==> src/rtl/ram_reader.sv <==
`default_nettype none
// ============================================================================
// Module      : ram_reader
// Description : Sweeps a RAM address range once per i_start, issuing one read
//               per cycle, and presents each returned 64-bit word registered.
//               Optional pattern checker (word k at address A = 4A+k) is
//               compiled in with macro RAMREADER_CHECK_EN.
// Revision    : 1.0 - initial release
// ============================================================================
module ram_reader #(
  parameter int unsigned RD_LATENCY = 2,
  parameter logic [13:0] START_ADDR = 14'd1,
  parameter logic [13:0] END_ADDR   = 14'd8192
) (
  input  logic        i_clk,
  input  logic        i_rst,
  input  logic        i_start,
  input  logic [63:0] i_data,
  output logic [13:0] o_address,
  output logic        o_rden,
  output logic [63:0] o_word,
  output logic        o_word_valid,
  output logic        o_busy,
  output logic        o_done,
  output logic [13:0] o_err_count,
  output logic [13:0] o_first_err_addr
);

  localparam logic [1:0] c_st_idle  = 2'd0;
  localparam logic [1:0] c_st_issue = 2'd1;
  localparam logic [1:0] c_st_drain = 2'd2;
  localparam logic [1:0] c_st_done  = 2'd3;

  // DRAIN lasts RD_LATENCY+1 cycles so the last word is on o_word before DONE
  localparam logic [2:0] c_drain_last = 3'(RD_LATENCY);

  logic [1:0]  r_state;
  logic [1:0]  w_state_next;
  logic [13:0] r_address;
  logic        r_rden;
  logic [2:0]  r_drain_cnt;
  logic        r_pipe_vld [RD_LATENCY];
  logic        w_tail_vld;
  logic [63:0] r_word;
  logic        r_word_valid;

  assign w_tail_vld   = r_pipe_vld[RD_LATENCY-1];
  assign o_address    = r_address;
  assign o_rden       = r_rden;
  assign o_word       = r_word;
  assign o_word_valid = r_word_valid;

  // State register
  always_ff @(posedge i_clk or posedge i_rst) begin
    if (i_rst) r_state <= c_st_idle;
    else       r_state <= w_state_next;
  end

  // Next-state logic; DONE always returns to IDLE so a start there is dropped
  always_comb begin
    w_state_next = r_state;
    case (r_state)
      c_st_idle:  if (i_start) w_state_next = c_st_issue;
      c_st_issue: if (r_address == END_ADDR) w_state_next = c_st_drain;
      c_st_drain: if (r_drain_cnt == c_drain_last) w_state_next = c_st_done;
      c_st_done:  w_state_next = c_st_idle;
      default:    w_state_next = c_st_idle;
    endcase
  end

  // State-decoded outputs
  always_comb begin
    o_busy = (r_state != c_st_idle);
    o_done = (r_state == c_st_done);
  end

  // Read address / enable generation; address stops at END_ADDR (no wrap)
  always_ff @(posedge i_clk or posedge i_rst) begin
    if (i_rst) begin
      r_address <= '0;
      r_rden    <= 1'b0;
    end else begin
      case (r_state)
        c_st_idle: begin
          if (i_start) begin
            r_address <= START_ADDR;
            r_rden    <= 1'b1;
          end
        end
        c_st_issue: begin
          if (r_address == END_ADDR) r_rden    <= 1'b0;
          else                       r_address <= r_address + 14'd1;
        end
        default: r_rden <= 1'b0;
      endcase
    end
  end

  // Drain cycle counter, only runs in DRAIN
  always_ff @(posedge i_clk or posedge i_rst) begin
    if (i_rst)                      r_drain_cnt <= '0;
    else if (r_state == c_st_drain) r_drain_cnt <= r_drain_cnt + 3'd1;
    else                            r_drain_cnt <= '0;
  end

  // Valid lane of the read pipeline: tail marks the cycle i_data is good
  always_ff @(posedge i_clk or posedge i_rst) begin
    if (i_rst) begin
      for (int i = 0; i < int'(RD_LATENCY); i++) r_pipe_vld[i] <= 1'b0;
    end else begin
      r_pipe_vld[0] <= r_rden;
      for (int i = 1; i < int'(RD_LATENCY); i++) r_pipe_vld[i] <= r_pipe_vld[i-1];
    end
  end

  // Capture returned data into the registered word output
  always_ff @(posedge i_clk or posedge i_rst) begin
    if (i_rst) begin
      r_word       <= '0;
      r_word_valid <= 1'b0;
    end else begin
      r_word_valid <= w_tail_vld;
      if (w_tail_vld) r_word <= i_data;
    end
  end

`ifdef RAMREADER_CHECK_EN
  // Address lane of the read pipeline; only the checker consumes it
  logic [13:0] r_pipe_addr [RD_LATENCY];
  logic [13:0] w_tail_addr;
  logic [63:0] w_expected;
  logic        w_mismatch;
  logic [13:0] r_err_count;
  logic [13:0] r_first_err_addr;

  assign w_tail_addr = r_pipe_addr[RD_LATENCY-1];

  // Shift the address alongside its valid bit
  always_ff @(posedge i_clk or posedge i_rst) begin
    if (i_rst) begin
      for (int i = 0; i < int'(RD_LATENCY); i++) r_pipe_addr[i] <= '0;
    end else begin
      r_pipe_addr[0] <= r_address;
      for (int i = 1; i < int'(RD_LATENCY); i++) r_pipe_addr[i] <= r_pipe_addr[i-1];
    end
  end

  // Expected pattern: 4A+k is just A with k appended in the two LSBs
  always_comb begin
    w_expected = {w_tail_addr, 2'b11, w_tail_addr, 2'b10,
                  w_tail_addr, 2'b01, w_tail_addr, 2'b00};
    w_mismatch = w_tail_vld && (i_data != w_expected);
  end

  // Saturating error count and first-error address, updated with o_word_valid
  always_ff @(posedge i_clk or posedge i_rst) begin
    if (i_rst) begin
      r_err_count      <= '0;
      r_first_err_addr <= '0;
    end else if (r_state == c_st_idle && i_start) begin
      r_err_count      <= '0;
      r_first_err_addr <= '0;
    end else if (w_mismatch) begin
      if (r_err_count != 14'h3FFF) r_err_count <= r_err_count + 14'd1;
      if (r_err_count == 14'd0)    r_first_err_addr <= w_tail_addr;
    end
  end

  assign o_err_count      = r_err_count;
  assign o_first_err_addr = r_first_err_addr;
`else
  assign o_err_count      = '0;
  assign o_first_err_addr = '0;
`endif

endmodule
`default_nettype wire

==> config.mk <==
export PLATFORM = sky130hd
export DESIGN_NAME = ram_reader
export DESIGN_NICKNAME = d
export VERILOG_FILES = /design/src/rtl/ram_reader.sv
export SDC_FILE = /design/constraint.sdc
export NUM_CORES = 1
export LEC_CHECK = 0
export BUFFER_PORTS_ARGS = -buffer_cell sky130_fd_sc_hd__buf_4
export CORE_MARGIN = 8
export CORE_UTILIZATION = 35
export CTS_CLUSTER_DIAMETER = 150
export DETAILED_ROUTE_END_ITERATION = 10
export RECOVER_POWER = 50
export SETUP_SLACK_MARGIN = 0.4
export SLEW_MARGIN = 5
export SYNTH_ARGS = -nofsm -noshare
export SYNTH_HDL_FRONTEND = slang
export SYNTH_SLANG_ARGS = --single-unit
==> constraint.sdc <==
create_clock -name i_clk -period 2.5 [get_ports i_clk]
set_input_delay 0.125 -clock i_clk [delete_from_list [all_inputs] [get_ports i_clk]]
set_output_delay 0.125 -clock i_clk [all_outputs]
set_load 0.02 [all_outputs]
[Yosys cells after proc, flatten, opt, wreduce, memory -nomap -nowiden]
Cells that the tools add are included.
Storage, ports and cells
  bits in registers: 87
  input bits: 67
  output and inout bits: 110
  logic and storage cells: 36
Cells by class
  $add $sub $neg: 2
  equal/unequal tests: 9
  muxes and demuxes: 11
  reduce and logical (&&, ||, !) cells: 6
Operators with widths (count)
  $mux 14: 2
  $pmux 14 s2: 1
  $add 14x1->14 const B: 1
  $eq 14x14->1 const B: 1
  $ne 2x2->1 const B: 4
  $pmux 2 s4: 1
  $mux 2: 3
  $reduce_and 3->1: 2
  $eq 2x2->1 const B: 2
  $reduce_bool 2->1: 2
  $add 3x1->3 const B: 1
  $eq 3x2->1 const B: 1
  $mux 3: 1
  $eq 2x1->1 const B: 1
  $logic_not 2->1: 1
  $mux 1: 2
  $pmux 1 s2: 1
  $reduce_and 2->1: 1

[Longest topological paths before layout]
  depth in word-level cells: 3
  mapped depth: 7
  mapped depth without buffers: 6

[Worst setup path before layout]
No wires, ideal clock.
  kind: register to register
  start: register r_address[1] (netlist: o_address[1])
  end: register r_state[1]
  setup time: 125 ps
  arrival time: 1753 ps
  required time: 2375 ps
  path slack: 623 ps
  stages on the path, launching flop included: 7
  path buffers: 0
  clock period less this slack: 1877 ps
  path through: dfrtp_1 > inv_1 > ha_1 > nor4bb_1 > and4_1 > o211a_1 > mux2_2
On the way
  word-level cells in the longest chain between the ends: 3
Ends and longest elaborated chain
  start: declaration: line 39  | logic [13:0] r_address;
  start signal: assignment: line 92  | else r_address <= r_address + 14'd1;
  $eq 14x14->1: line 64  | c_st_issue: if (r_address == END_ADDR) w_state_next = c_st_drain;
  $ne 2x2->1 (no source line)
  $reduce_and 3->1 (no source line)
  end signal: assignment: line 55  | if (i_rst) r_state <= c_st_idle;
  end signal: assignment: line 56  | else r_state <= w_state_next;
  end: declaration: line 37  | logic [1:0] r_state;
No other way between the ends.
A chain may end at the register's enable or synchronous reset.

[Final worst setup path]
  start: register r_pipe_vld, in the netlist w_tail_vld
  end: register r_word[16] (netlist: o_word[16])
RTL lines
  start: declaration: line 42  | logic r_pipe_vld [RD_LATENCY];
  end signal: assignment: line 123  | if (w_tail_vld) r_word <= i_data;
  end: declaration: line 44  | logic [63:0] r_word;
No word-level cell between the ends.

==> metrics.md <==
| Metric | Value |
|---|---|
| Synth area leader | dfrtp_1 |
| Switching Fraction | 0.407 |
| Die H | 122 um |
| Leak | 2.51 nW |
| Layout cells sized above 1 | 0.331 |
| Largest net degree at the start of global routing | 66 |
| Cell variety after synth | 39 |
| DRT Pass-1 Iters | 4 |
| Multi-input logic area | 1530 sq um |
| YS warnings | 0 |
| Post-synthesis compound-gate area fraction | 0.0681 |
| Clk_lat worst skew | about 350 ps |
| Highest clock rate | 479 MHz |
| Seq pwr share | 0.366 |
| Worst min path class | input port to flop |
| Initial DRC Count | about 150 |
| Clock power frac | 0.173 |
| Yosys top cell area share | 0.559 |
| Largest family of logic cells by synthesized area | multiplexers |
| Die Wd | 122 um |
| NetSw | about 0.0026 W |
| Fin nets | between 500 and 600 |
| Critical path peak fanout | between 60 and 70 |
| Combinational Power Share | 0.461 |
| #FFs+latches synth | 87 |
| Synthesis-to-layout area growth | 44.8% |
| Core ar. | ~11000 sq um |
| # rows | 38 |
| Input/output buffers | 148 |
| Setup repair bufs after CTS | 0 |
| Final setup vio count | 0 |
| Share of the yosys chip area belonging to registers | 0.559 |
| Multiplexer area fraction after synthesis | 0.196 |
| Final cell count without fillers | 656 |
| First-pass GRT wire length | 17.3 mm |
| WHS Path Cells | 2 |
| Setup repair after global routing missed its margin | false |
| Top post-synthesis cells by area | dfrtp_1 56%, mux2_2 19%, buf_4 5.4% |
| Arrival time worst endpoint | 2310 ps |
| Violated checks | capacitance limit, slew limit |
| Clk slew on worst S/H paths | 80 ps |
| Post-route ant nets | 0 |
| Initial Util | 0.360 |
| Pwr Density | 1130 nW/um^2 |
| # H-tree levels | 3 |
| Reg area | 2180 sq um |
| Final global-route overflow total | 0 |
| R2R cell count | 2 |
| Overall Global Routing Usage | 0.147 |
| Simple-Gate Fraction of Synth Area | 0.0677 |
| Worst Hold Path EP | o_word[4] |
| Vias per inst | 4.60 |
| TritonCTS clock tree | built |
| R2r setup slk | 410 ps |
| Worst hold start | i_data[4] |
| Min cycle time layout | 2090 ps |
| Slew Limit Fails | 66 |
| CTS Root Cell | clkbuf_8 |
| Clock Skew | 6.61 ps |
| Status | finished, violations left |
| Fill cell count | about 960 |
| Type of the worst setup path | flop to flop |
| Post-route DRC | 0 |
| Post-Synth XOR/XNOR Area | 0.00225 |
| TritonCTS Buffers | 9 |
| Top Ports | 177 |
| Final hold vios | 0 |
| Synthesized cell area | 3900 sq um |
| Clock sinks | 87 |
| Max Cap Viol | 1 |
| Max rail drop VDD | roughly 520 uV |
| Core Util, Final | 0.521 |
| Worst EP required | approximately 2700 ps |
| Vias post-DR | 3019 |
| Avg WL per Cell | 17.0 um |
| Adder-cell area share of the yosys netlist | 0.0289 |
| Fin Setup TNS | 0 ps |
| Worst r2r src | w_tail_vld |
| Vias in the first global route | 3162 |
| Dpl hpwl | between 7 and 8 mm |
| Cells after synthesis | 298 |
| RePlAce Congestion | ~0.8 |
| Hold_ws | between 20 and 30 ps |
| Post-Syn Area per Cell | 13.1 sq um |
| Tcrit/Tclk final | 0.836 |
| Initial antenna violation count | 0 |
| CP Launch Type | flop |
| Int Power | around 0.0038 W |
| Ant diodes | 0 |
| Critical path endpoint category | flop |
| Placed Cells | 581 |
| Reg2reg end | o_word[16] |
| Routed WL | 11.1 mm |
| Tightest Pin Transition | 1580 ps |
| Clock Tree Buf Depth | 2 |
| Die ar. | 14800 sq um |
| Relative slew slack | -0.0545 |
[layer usage]
layer / global-route usage / part of all wire / up-vias
met2: 0.238 / 0.47 / 124
met4: 0.0601 / 0.017 / 0
li1: - / - / 1432
met3: 0.0470 / 0.077 / 12
met1: 0.178 / 0.44 / 1451
met5: 0 / 0 / -
[cell usage in the layout (no fill, tap or decap), types with 3 or more instances in the layout]
| master | count |
|---|---|
| ha_1 | 9 |
| nand2_1 | 7 |
| nand3_1 | 6 |
| o41ai_1 | 4 |
| clkbuf_1 | 74 |
| and2_1 | 4 |
| clkbuf_8 | 10 |
| o31a_1 | 3 |
| dlygate4sd3_1 | 59 |
| nor2_1 | 4 |
| conb_1 | 28 |
| o21ai_0 | 6 |
| nand4_1 | 4 |
| o21a_1 | 3 |
| o31ai_1 | 11 |
| mux2_2 | 66 |
| inv_1 | 12 |
| buf_4 | 78 |
| nor4_1 | 3 |
| dfrtp_1 | 86 |
[what timing repair did]
action,4_1_cts,5_1_grt
hold buffers,59,0
gates resized for setup,0,2
setup endpoints to repair,0,11
endpoints found under the hold margin,87,0
[logic make-up (layout without fill, tap and decap cells)]
kind of cell	count (synthesis)	in the layout
DFF	87	87
muxes	68	68
buffers and inverters	52	243
and+or+nand+nor	44	44
AOI/OAI and AO/OA	36	36
adders and majority gates	9	9
other	1	28
xor gates and xnor gates	1	1
[power groups by stage]
stage	clock network, W	logic (W)	registers (W)
after CTS	0.00116	0.00343	0.00236
after global placement	0	0.00330	0.00236
final	0.00111	0.00295	0.00234
after detailed placement	0	0.00334	0.00239
after global routing	0.00120	0.00316	0.00244
after floorplan	0	0.00128	0.00306
[cell usage after synthesis (all sizes together)]
master / number
a211o: 1
nor4bb: 1
nand2b: 2
nor2: 4
o21ai: 6
o31a: 4
o211a: 1
nor3: 1
ha: 9
mux2i: 2
o21a: 3
dfrtp: 87
o41ai: 4
conb: 1
inv: 13
nor3b: 1
nand3b: 1
a211oi: 1
buf: 30
nand2: 7
a31oi: 2
nor2b: 2
or2: 1
o31ai: 11
or4: 3
a21oi: 2
and4: 2
clkbuf: 9
nand4: 5
xor2: 1
nor4: 3
o32a: 1
and2: 5
nand3: 6
mux2: 66
[worst max-delay path: stages, from the launching register on]
cell and delay [ps]:
dfrtp_2 340, clkbuf_2 1140, mux2_2 440
[stage by stage]
step,total power (W),instance area [sq um],setup WS (ps)
6_report,0.00639,5650,411
5_1_grt,0.00680,5650,279
4_1_cts,0.00694,5930,499
3_5_place_dp,0.00573,5110,515
3_3_place_gp,0.00566,5110,605
2_1_floorplan,0.00433,4000,623
[registers in the layout, indices dropped and copies added (netlist names)]
register	cells
o_address	14
o_rden	1
o_word	64
o_word_valid	1
r_drain_cnt	3
r_pipe_vld	1
r_state	2
w_tail_vld	1
[layout make-up]
| cell class | instances | share of cell area |
|---|---|---|
| Timing Repair Buffer | 214 | 0.263 |
| Sequential cell | 87 | 0.386 |
| Multi-Input combinational cell | 186 | 0.270 |
| Clock inverter | 6 | 0.0162 |
| Inverter | 13 | 0.00887 |
| Clock buffer | 10 | 0.0244 |
| Tap cell | 140 | 0.0310 |
[how the worst max path moves through the flow]
stage | startpoint | endpoint | slack [ps] | cells after the start
after floorplan | o_address[1] | r_state[1] | 620 | 6
after global placement | o_address[0] | r_state[1] | 600 | 6
after detailed placement | o_address[0] | r_state[1] | 520 | 6
after CTS | o_address[0] | r_state[1] | 500 | 6
after global routing | w_tail_vld | o_word[19] | 280 | 2
final | w_tail_vld | o_word[16] | 410 | 2
(Power assumes the default switching activity.)
